==> src/rtl/mbist_pkg.sv <==
// Shared types for the March C- memory BIST controller.
package mbist_pkg;

    localparam int ELEM_CNT = 6;

    // March element encoding, in execution order.
    typedef enum logic [2:0] {
        M0 = 3'd0,
        M1 = 3'd1,
        M2 = 3'd2,
        M3 = 3'd3,
        M4 = 3'd4,
        M5 = 3'd5
    } march_elem_e;

    typedef enum logic {
        OP_RD = 1'b0,
        OP_WR = 1'b1
    } march_op_e;

    typedef enum logic [1:0] {
        ST_IDLE  = 2'd0,
        ST_RUN   = 2'd1,
        ST_DRAIN = 2'd2,
        ST_DONE  = 2'd3
    } mbist_state_e;

    // M3..M5 walk the address space downwards.
    function automatic logic elem_is_down(input march_elem_e e);
        return (e == M3) || (e == M4) || (e == M5);
    endfunction

    // M0 (w0) and M5 (r0) are single-op elements; the rest are read-then-write.
    function automatic logic elem_has_two_ops(input march_elem_e e);
        return (e != M0) && (e != M5);
    endfunction

endpackage

==> src/rtl/mbist_march_seq.sv <==
// March C- sequencer: walks background, element, address and op phase,
// presenting the op that will be issued next. The state wraps back to its
// reset value after the final op, so it is ready for the next run.
module mbist_march_seq
    import mbist_pkg::*;
#(
    parameter int                 ADDR_W = 12,
    parameter int                 DATA_W = 32,
    parameter int                 DEPTH  = 4096,
    parameter logic [DATA_W-1:0]  BG1    = DATA_W'(32'h5555_5555)
) (
    input  logic              clk,
    input  logic              rst,
    input  logic              advance,
    output march_op_e         op,
    output logic [ADDR_W-1:0] addr,
    output logic [DATA_W-1:0] pattern,
    output march_elem_e       elem,
    output logic              bg,
    output logic              last
);

    localparam logic [ADDR_W-1:0] ADDR_LAST = ADDR_W'(DEPTH - 1);
    localparam march_elem_e       ELEM_LAST = march_elem_e'(3'(ELEM_CNT - 1));

    march_elem_e       elem_q, elem_d;
    logic [ADDR_W-1:0] addr_q, addr_d;
    logic              phase_q, phase_d;
    logic              bg_q, bg_d;

    logic              at_term;
    logic              elem_end;
    logic              invert;
    logic [DATA_W-1:0] bg_word;

    // Decode the current position into op type, data polarity and end flags.
    always_comb begin
        bg_word  = bg_q ? BG1 : '0;
        at_term  = elem_is_down(elem_q) ? (addr_q == '0) : (addr_q == ADDR_LAST);
        elem_end = at_term && (!elem_has_two_ops(elem_q) || phase_q);
        op       = OP_WR;
        invert   = 1'b0;
        case (elem_q)
            M0: begin
                op     = OP_WR;
                invert = 1'b0;
            end
            M1, M3: begin
                op     = phase_q ? OP_WR : OP_RD;
                invert = phase_q;
            end
            M2, M4: begin
                op     = phase_q ? OP_WR : OP_RD;
                invert = !phase_q;
            end
            M5: begin
                op     = OP_RD;
                invert = 1'b0;
            end
            default: begin
                op     = OP_WR;
                invert = 1'b0;
            end
        endcase
        pattern = invert ? ~bg_word : bg_word;
        addr    = addr_q;
        elem    = elem_q;
        bg      = bg_q;
        last    = bg_q && elem_end && (elem_q == ELEM_LAST);
    end

    // Step phase, then address, then element, then background.
    always_comb begin
        elem_d  = elem_q;
        addr_d  = addr_q;
        phase_d = phase_q;
        bg_d    = bg_q;
        if (advance) begin
            if (elem_has_two_ops(elem_q) && !phase_q) begin
                phase_d = 1'b1;
            end else begin
                phase_d = 1'b0;
                if (!at_term) begin
                    addr_d = elem_is_down(elem_q) ? addr_q - 1'b1 : addr_q + 1'b1;
                end else if (elem_q == ELEM_LAST) begin
                    elem_d = M0;
                    addr_d = '0;
                    bg_d   = !bg_q;
                end else begin
                    elem_d = march_elem_e'(elem_q + 3'd1);
                    addr_d = elem_is_down(elem_d) ? ADDR_LAST : '0;
                end
            end
        end
    end

    // Sequencer state registers.
    always_ff @(posedge clk) begin
        if (rst) begin
            elem_q  <= M0;
            addr_q  <= '0;
            phase_q <= 1'b0;
            bg_q    <= 1'b0;
        end else begin
            elem_q  <= elem_d;
            addr_q  <= addr_d;
            phase_q <= phase_d;
            bg_q    <= bg_d;
        end
    end

endmodule

==> src/rtl/sram_mbist_ctrl.sv <==
// March C- BIST controller for a single-port SRAM: run FSM, registered
// SRAM pins and the one-cycle read-compare pipeline with first-fail capture.
//
// state    | meaning
// ST_IDLE  | SRAM released, waiting for start
// ST_RUN   | one March op on the pins every cycle
// ST_DRAIN | pins parked, final read compare pending
// ST_DONE  | like idle, done held high
module sram_mbist_ctrl
    import mbist_pkg::*;
#(
    parameter int                 ADDR_W = 12,
    parameter int                 DATA_W = 32,
    parameter int                 DEPTH  = 4096,
    parameter logic [DATA_W-1:0]  BG1    = DATA_W'(32'h5555_5555)
) (
    input  logic              CLK,
    input  logic              RST,
    input  logic              start,
    output logic              bist_busy,
    output logic              bist_done,
    output logic              bist_fail,
    output logic [ADDR_W-1:0] fail_addr,
    output logic [2:0]        fail_elem,
    output logic              fail_bg,
    output logic [DATA_W-1:0] fail_data,
    output logic              BIST,
    output logic              CEBM,
    output logic              WEBM,
    output logic [ADDR_W-1:0] AM,
    output logic [DATA_W-1:0] DM,
    output logic [DATA_W-1:0] BWEBM,
    input  logic [DATA_W-1:0] Q
);

    mbist_state_e      state_q, state_d;
    logic              busy_q, busy_d;
    logic              done_q, done_d;
    logic              fail_q, fail_d;
    logic [ADDR_W-1:0] fail_addr_q, fail_addr_d;
    logic [2:0]        fail_elem_q, fail_elem_d;
    logic              fail_bg_q, fail_bg_d;
    logic [DATA_W-1:0] fail_data_q, fail_data_d;

    logic              bist_q, bist_d;
    logic              cebm_q, cebm_d;
    logic              webm_q, webm_d;
    logic [ADDR_W-1:0] am_q, am_d;
    logic [DATA_W-1:0] dm_q, dm_d;

    // Side information travelling with the op currently on the pins.
    logic              pin_rd_q, pin_rd_d;
    logic [DATA_W-1:0] pin_exp_q, pin_exp_d;
    logic [2:0]        pin_elem_q, pin_elem_d;
    logic              pin_bg_q, pin_bg_d;
    logic              last_q, last_d;

    // Read captured at the previous edge, compared against Q at this edge.
    logic              cmp_vld_q, cmp_vld_d;
    logic [DATA_W-1:0] cmp_exp_q, cmp_exp_d;
    logic [ADDR_W-1:0] cmp_addr_q, cmp_addr_d;
    logic [2:0]        cmp_elem_q, cmp_elem_d;
    logic              cmp_bg_q, cmp_bg_d;

    logic              issue;
    logic              mismatch;
    march_op_e         seq_op;
    logic [ADDR_W-1:0] seq_addr;
    logic [DATA_W-1:0] seq_pattern;
    march_elem_e       seq_elem;
    logic              seq_bg;
    logic              seq_last;

    mbist_march_seq #(
        .ADDR_W (ADDR_W),
        .DATA_W (DATA_W),
        .DEPTH  (DEPTH),
        .BG1    (BG1)
    ) u_seq (
        .clk     (CLK),
        .rst     (RST),
        .advance (issue),
        .op      (seq_op),
        .addr    (seq_addr),
        .pattern (seq_pattern),
        .elem    (seq_elem),
        .bg      (seq_bg),
        .last    (seq_last)
    );

    // Next-state, pin and compare logic.
    always_comb begin
        state_d     = state_q;
        busy_d      = busy_q;
        done_d      = done_q;
        fail_d      = fail_q;
        fail_addr_d = fail_addr_q;
        fail_elem_d = fail_elem_q;
        fail_bg_d   = fail_bg_q;
        fail_data_d = fail_data_q;
        bist_d      = bist_q;
        cebm_d      = cebm_q;
        webm_d      = webm_q;
        am_d        = am_q;
        dm_d        = dm_q;
        pin_rd_d    = pin_rd_q;
        pin_exp_d   = pin_exp_q;
        pin_elem_d  = pin_elem_q;
        pin_bg_d    = pin_bg_q;
        last_d      = last_q;
        cmp_vld_d   = 1'b0;
        cmp_exp_d   = cmp_exp_q;
        cmp_addr_d  = cmp_addr_q;
        cmp_elem_d  = cmp_elem_q;
        cmp_bg_d    = cmp_bg_q;
        issue       = 1'b0;
        mismatch    = cmp_vld_q && (Q != cmp_exp_q);

        case (state_q)
            ST_IDLE, ST_DONE: begin
                if (start) begin
                    state_d     = ST_RUN;
                    busy_d      = 1'b1;
                    bist_d      = 1'b1;
                    done_d      = 1'b0;
                    fail_d      = 1'b0;
                    fail_addr_d = '0;
                    fail_elem_d = '0;
                    fail_bg_d   = 1'b0;
                    fail_data_d = '0;
                    issue       = 1'b1;
                end
            end
            ST_RUN: begin
                cmp_vld_d  = pin_rd_q;
                cmp_exp_d  = pin_exp_q;
                cmp_addr_d = am_q;
                cmp_elem_d = pin_elem_q;
                cmp_bg_d   = pin_bg_q;
                if (last_q) begin
                    state_d  = ST_DRAIN;
                    cebm_d   = 1'b1;
                    webm_d   = 1'b1;
                    am_d     = '0;
                    dm_d     = '0;
                    pin_rd_d = 1'b0;
                    last_d   = 1'b0;
                end else begin
                    issue = 1'b1;
                end
            end
            ST_DRAIN: begin
                state_d = ST_DONE;
                busy_d  = 1'b0;
                bist_d  = 1'b0;
                done_d  = 1'b1;
            end
            default: begin
                state_d = ST_IDLE;
            end
        endcase

        if (issue) begin
            cebm_d     = 1'b0;
            webm_d     = (seq_op == OP_RD);
            am_d       = seq_addr;
            dm_d       = (seq_op == OP_RD) ? '0 : seq_pattern;
            pin_rd_d   = (seq_op == OP_RD);
            pin_exp_d  = seq_pattern;
            pin_elem_d = seq_elem;
            pin_bg_d   = seq_bg;
            last_d     = seq_last;
        end

        // A pending compare can never coincide with an accepted start, so the
        // clear above and the capture below do not collide.
        if (mismatch) begin
            fail_d = 1'b1;
            if (!fail_q) begin
                fail_addr_d = cmp_addr_q;
                fail_elem_d = cmp_elem_q;
                fail_bg_d   = cmp_bg_q;
                fail_data_d = Q;
            end
        end
    end

    // Controller registers with synchronous reset.
    always_ff @(posedge CLK) begin
        if (RST) begin
            state_q     <= ST_IDLE;
            busy_q      <= 1'b0;
            done_q      <= 1'b0;
            fail_q      <= 1'b0;
            fail_addr_q <= '0;
            fail_elem_q <= '0;
            fail_bg_q   <= 1'b0;
            fail_data_q <= '0;
            bist_q      <= 1'b0;
            cebm_q      <= 1'b1;
            webm_q      <= 1'b1;
            am_q        <= '0;
            dm_q        <= '0;
            pin_rd_q    <= 1'b0;
            pin_exp_q   <= '0;
            pin_elem_q  <= '0;
            pin_bg_q    <= 1'b0;
            last_q      <= 1'b0;
            cmp_vld_q   <= 1'b0;
            cmp_exp_q   <= '0;
            cmp_addr_q  <= '0;
            cmp_elem_q  <= '0;
            cmp_bg_q    <= 1'b0;
        end else begin
            state_q     <= state_d;
            busy_q      <= busy_d;
            done_q      <= done_d;
            fail_q      <= fail_d;
            fail_addr_q <= fail_addr_d;
            fail_elem_q <= fail_elem_d;
            fail_bg_q   <= fail_bg_d;
            fail_data_q <= fail_data_d;
            bist_q      <= bist_d;
            cebm_q      <= cebm_d;
            webm_q      <= webm_d;
            am_q        <= am_d;
            dm_q        <= dm_d;
            pin_rd_q    <= pin_rd_d;
            pin_exp_q   <= pin_exp_d;
            pin_elem_q  <= pin_elem_d;
            pin_bg_q    <= pin_bg_d;
            last_q      <= last_d;
            cmp_vld_q   <= cmp_vld_d;
            cmp_exp_q   <= cmp_exp_d;
            cmp_addr_q  <= cmp_addr_d;
            cmp_elem_q  <= cmp_elem_d;
            cmp_bg_q    <= cmp_bg_d;
        end
    end

    assign bist_busy = busy_q;
    assign bist_done = done_q;
    assign bist_fail = fail_q;
    assign fail_addr = fail_addr_q;
    assign fail_elem = fail_elem_q;
    assign fail_bg   = fail_bg_q;
    assign fail_data = fail_data_q;
    assign BIST      = bist_q;
    assign CEBM      = cebm_q;
    assign WEBM      = webm_q;
    assign AM        = am_q;
    assign DM        = dm_q;
    assign BWEBM     = '0;

endmodule

==> config.mk <==
export PLATFORM = sky130hd
export DESIGN_NAME = sram_mbist_ctrl
export DESIGN_NICKNAME = d
export VERILOG_FILES = /design/src/rtl/mbist_pkg.sv /design/src/rtl/mbist_march_seq.sv /design/src/rtl/sram_mbist_ctrl.sv
export SDC_FILE = /design/constraint.sdc
export NUM_CORES = 1
export LEC_CHECK = 0
export BUFFER_PORTS_ARGS = -buffer_cell sky130_fd_sc_hd__buf_4
export CAP_MARGIN = 20
export CORE_AREA = 2 2 108 110
export DETAILED_ROUTE_END_ITERATION = 10
export DIE_AREA = 0 0 110 112
export PLACE_DENSITY = 0.9
export SYNTH_ARGS = -nofsm -noshare
export SYNTH_HDL_FRONTEND = slang
export SYNTH_SLANG_ARGS = --single-unit
==> constraint.sdc <==
create_clock -name CLK -period 3.3 [get_ports CLK]
set_input_delay 0.165 -clock CLK [delete_from_list [all_inputs] [get_ports CLK]]
set_output_delay 0.165 -clock CLK [all_outputs]
set_load 0.05 [all_outputs]
Word level (Yosys, flattened, before mapping)
Index checks and enable logic that the tools add are counted.
{ "classes": {"n_addsub": 3, "eq_ne": 16, "n_mux": 56, "bitwise": 4, "reduce_logical": 34} }
{ "op_table": {"columns": ["operator", "count"], "rows": [
  ["$mux W32", 9],
  ["$mux W12", 11],
  ["$ne A32 B32 Y1", 1],
  ["$not A32 Y32", 1],
  ["$mux W31", 1],
  ["$mux W1", 22],
  ["$mux W3", 5],
  ["$add A12 B1 Y12 const B", 1],
  ["$eq A12 B12 Y1 const B", 1],
  ["$eq A3 B3 Y1 const B", 4],
  ["$logic_not A12 Y1", 1],
  ["$sub A12 B1 Y12 const B", 1],
  ["$pmux W1 S2", 5],
  ["$reduce_and A2 Y1", 5],
  ["$reduce_bool A2 Y1", 5],
  ["$eq A3 B2 Y1 const B", 3],
  ["$reduce_or A2 Y1", 4],
  ["$logic_and A1 B1 Y1", 6],
  ["$pmux W2 S3", 1],
  ["$logic_or A1 B1 Y1", 5],
  ["$eq A2 B2 Y1 const B", 2],
  ["$mux W2", 2],
  ["$ne A2 B2 Y1 const B", 2],
  ["$reduce_and A4 Y1", 1],
  ["other kinds (10)", 14]
]} }
{ "totals": {"reg_bits": 203, "in_bits": 35, "output_inout_bits": 130, "word_cells": 139} }

Logic depth before layout (Yosys ltp)
{ "logic_depth": {"ltp_word": 8, "mapped_depth": 11, "depth_no_buf": 10} }

Cells and area by module
Synthesis repeated with hierarchy kept, for this count alone.
{ "hier_totals": {"cells_unflattened": 1020, "area_unflattened_um2": 9328.9} }
{ "modules_own_cells": {"columns": ["module", "n_inst", "cells_each", "area_per_inst_um2", "seq_area_each_um2"], "rows": [
  ["sram_mbist_ctrl", 1, 799, 7563.5, 3723.6],
  ["mbist_march_seq", 1, 221, 1765.4, 340.3]
]} }

Worst setup path before layout
OpenSTA, ideal clock, no wires.
{ "synth_path": {"kind": "reg-to-reg", "startpoint": "register u_seq.elem_q[2] (netlist: u_seq.elem[2])", "endpoint": "register u_seq.addr_q[10] (netlist: u_seq.addr[10])", "setup_ps": 78, "arrival_time_ps": 2434, "t_required_ps": 3222, "path_slack_ps": 788, "stages_incl_launch_ff": 12, "path_buffers": 1, "period_less_slack_ps": 2512, "path_cell_list": "dfxtp_1 buf_4 nor2b_2 a21oi_4 inv_1 fa_1 a211oi_1 o211ai_1 a41oi_1 xnor2_1 a21oi_1 nor3_1"} }
{ "synth_between": {"elab_chain_cells": 7, "elab_cells_between_ends": 22, "cone_classes": "add/sub: 1; eq/ne: 7; mux: 5; bitwise: 1; reduce/logical: 8"} }
{ "synth_rtl": {"columns": ["element", "line", "rtl"], "rows": [
  ["from (decl)", "mbist_march_seq.sv:26", "march_elem_e elem_q, elem_d;"],
  ["from (signal assigned)", "mbist_march_seq.sv:105", "elem_q <= elem_d;"],
  ["$add A3 B1 Y3", "mbist_march_seq.sv:90", "elem_d = march_elem_e'(elem_q + 3'd1);"],
  ["$eq A3 B2 Y1 / $eq A3 B3 Y1 (equally long branches)", "mbist_pkg.sv:30", "return (e == M3) || (e == M4) || (e == M5);"],
  ["$logic_or A1 B1 Y1 (2 in series)", "mbist_pkg.sv:30", null],
  ["$mux W12", "mbist_march_seq.sv:91", "addr_d = elem_is_down(elem_d) ? ADDR_LAST : '0;"],
  ["$mux W12", "mbist_march_seq.sv:85", "end else if (elem_q == ELEM_LAST) begin"],
  ["$mux W12", "mbist_march_seq.sv:83", "if (!at_term) begin"],
  ["to (signal assigned)", "mbist_march_seq.sv:106", "addr_q <= addr_d;"],
  ["to (decl)", "mbist_march_seq.sv:27", "logic [ADDR_W-1:0] addr_q, addr_d;"]
]} }
Several ways; a longest one is shown, not always the timed one.
A chain may end at the register's enable or synchronous reset.

Final worst setup path
Ends and elaborated chain as after synthesis.

==> flow_metrics.tcl <==
set metrics [dict create \
    outcome "finished clean" \
    cts_hold_buf 0 \
    ant_nets 0 \
    dp.cells 883 \
    r2r-start "u_seq.elem[2]" \
    gr-total-overflow 0 \
    nets 809 \
    layout_min_cycle_time_ns 2.97 \
    drt_first_pass_iters 5 \
    clock_latency_ns 0.41 \
    finalWirelength_um 14200 \
    synth-edff-count 0 \
    ioPinCount 165 \
    worstMarginPinSlew_ns 0.670 \
    drc 0 \
    io_buffers 132 \
    cap_violations 0 \
    grt_pass1_vias 4735 \
    relSlewSlack_pct 55.3 \
    drive_above_1_share_pct 22.6 \
    die_x_um 110 \
    final_cell_mix "139 x nand2_1, 136 x buf_4, 113 x dfxtp_1" \
    final_common_cell "nand2_1" \
    power.density_mw_per_mm2 722 \
    syn_avg_cell_area_um2 8.44 \
    ys_types 47 \
    avgViaCountPerCell 5.51 \
    slew_violations 0 \
    start_util_pct 50.8 \
    ys.flop_type "dfxtp_1" \
    grt_max_degree 64 \
    wl_met3_um 1300 \
    grt_usage_pct 22.9 \
    ys_async_sr_fraction_pct 0 \
    arrival_ns 3.30 \
    cts_tree "built" \
    fmax_mhz 337 \
    ys_seq_elements 113 \
    dr_wl_met2_um 6900 \
    top_layer "met4" \
    rsz0062_at_grt "no" \
    finalHoldViolations 0 \
    muxShareOfSynthArea_pct 12.4 \
    crit_fanout 12 \
    hold_ws_ns 0.0276 \
    fp.dieH_um 112 \
    rows 39 \
    synth_top_family_by_area "simple AND/OR/NAND/NOR gates" \
    critPathKind "reg2reg" \
    die_area_mm2 0.0123 \
    htreeDepth 4 \
    antenna_found_initial 0 \
    num_vias 5031 \
    placed_cell_area_mm2 0.00634 \
    crit_start "u_seq.elem[2]" \
    hold_class "in2reg" \
    synth_compound_area_share_pct 9.39 \
    cts_resized 0 \
    setup_viol_count_final 0 \
    grt_first_pass_wirelength_um 22500 \
    cp-start-kind "flip-flop" \
    syn_to_final_growth_pct 22.2 \
    fin_skew_ns 0.00790 \
    finalCritPeriodShare_pct 89.9 \
    clk_pin_slew_ns 0.05 \
    synth_xor_area_share_pct 2.01 \
    finalInstanceArea_mm2 0.00693 \
    power_mw 5.01 \
    seq_area_frac_synth_pct 39.9 \
    stdcell_count 913 \
    vdd_drop_max_mv 0.439 \
    p_leak_nw 3.25 \
    cts_buffers 17 \
    synthAdderAreaFrac_pct 3.44 \
    hold_start "Q[10]" \
    fin_setup_tns_ns 0 \
    gp_congestion 0.869 \
    clockBufferDepth 2 \
    initialDrtViolationCount 451 \
    root_buffer "clkbuf_16" \
    m1WireLength_um 5480 \
    dp_hpwl_um 9050 \
    syn-instance-count 672 \
    wl_per_cell_um 15.6 \
    yosys_warnings 0 \
    core_mm2 0.0112 \
    cp-end-kind "flip-flop" \
    diodes 0 \
    cts_sinks 113 \
    post_cts_buffers 0 \
    synth.cell_area_mm2 0.00567 \
    n_fill_cell 832 \
    worstPathRequired_ns 3.63 \
    yosys.area_share.simple_pct 20.2 \
]
## cells by family (layout without fill, tap and decap cells)
| family | Yosys count | count (layout) |
|---|---|---|
| other | 1 | 32 |
| flip-flops | 113 | 113 |
| AO/OA/AOI/OAI | 86 | 86 |
| buffers and inverters | 109 | 176 |
| XOR/XNOR | 13 | 13 |
| adder cells (fa/ha/maj) | 15 | 15 |
| AND/OR/NAND/NOR | 266 | 266 |
| multiplexers | 69 | 69 |
## where the power goes
part | switching [mW] | total, mW | internal [mW]
clock | 0.577 | 1.79 | 1.22
combinational | 1.04 | 1.51 | 0.468
sequential | 0.189 | 1.70 | 1.51
total | 1.81 | 5.01 | 3.20
## path summary, 6_finish.rpt
path | end | slack (ns) | cells after the start
worst max-delay path | u_seq.addr[10] | 0.33 | 10
worst max register to register | u_seq.addr[10] | 0.33 | 10
worst min-delay path | fail_data[10] | 0.03 | 3
worst min register to register | pin_exp_q[30] | 0.45 | 2
## cell type report
type	instances	area [µm²]	area share, %
Timing Repair Buffer	137	1040	15.0
Sequential cell	113	2260	32.6
Inverter	9	33.8	0.487
Tap cell	143	179	2.58
Clock inverter	5	75.1	1.08
Clock buffer	25	515	7.44
Multi-Input combinational cell	481	2830	40.8
## per-stage QoR
step	utilization, %	setup slack (ns)
final	62.0	0.333
after floorplan	-	0.788
after global routing	62.0	0.0586
after detailed placement	56.7	0.394
after global placement	56.7	0.477
after CTS	62.0	0.355
## worst max-delay path, cell delays in order, from the launching register on
cell and delay [ns]:
dfxtp_1 0.53, nor2b_2 0.34, a21oi_4 0.08, inv_1 0.36
ha_1 0.38, a211oi_1 0.36, o211ai_1 0.17, a41oi_1 0.26
xnor2_1 0.15, a21oi_1 0.08, nor3_1 0.17
## synth_stat cells, drive strengths merged (2+ instances only)
| cell type | number | area share, % |
|---|---|---|
| nand2 | 139 | 9.2 |
| dfxtp | 113 | 40 |
| buf | 74 | 10 |
| mux2i | 69 | 12 |
| nor2 | 51 | 3.4 |
| a21oi | 46 | 4.3 |
| clkbuf | 26 | 1.7 |
| nor3 | 23 | 2.1 |
| nand3 | 21 | 1.9 |
| ha | 14 | 3.1 |
| xnor2 | 12 | 1.9 |
| o21ai | 10 | 1.0 |
| inv | 8 | 0.53 |
| nand4 | 8 | 0.88 |
| nor4 | 8 | 0.88 |
| a211oi | 7 | 0.93 |
| a31oi | 5 | 0.55 |
| nand2b | 5 | 0.55 |
| a21o | 4 | 0.53 |
| nor2b | 4 | 0.49 |
| o211ai | 4 | 0.53 |
| a2bb2oi | 2 | 0.31 |
| and3 | 2 | 0.22 |
| nor3b | 2 | 0.26 |
## per-layer routing
| metal | GRT usage, % | vias up |
|---|---|---|
| li1 | - | 2368 |
| met1 | 25.4 | 2350 |
| met2 | 37.9 | 251 |
| met3 | 8.61 | 62 |
| met4 | 11.7 | 0 |
| met5 | 0 | - |
## flip-flops by register name (all words and copies together), names as in the netlist, 12 cells and up
signal	count
AM	12
cmp_addr_q	12
fail_addr	12
fail_data	32
u_seq.addr	12
No activity file was read; power rests on OpenSTA's default activity.
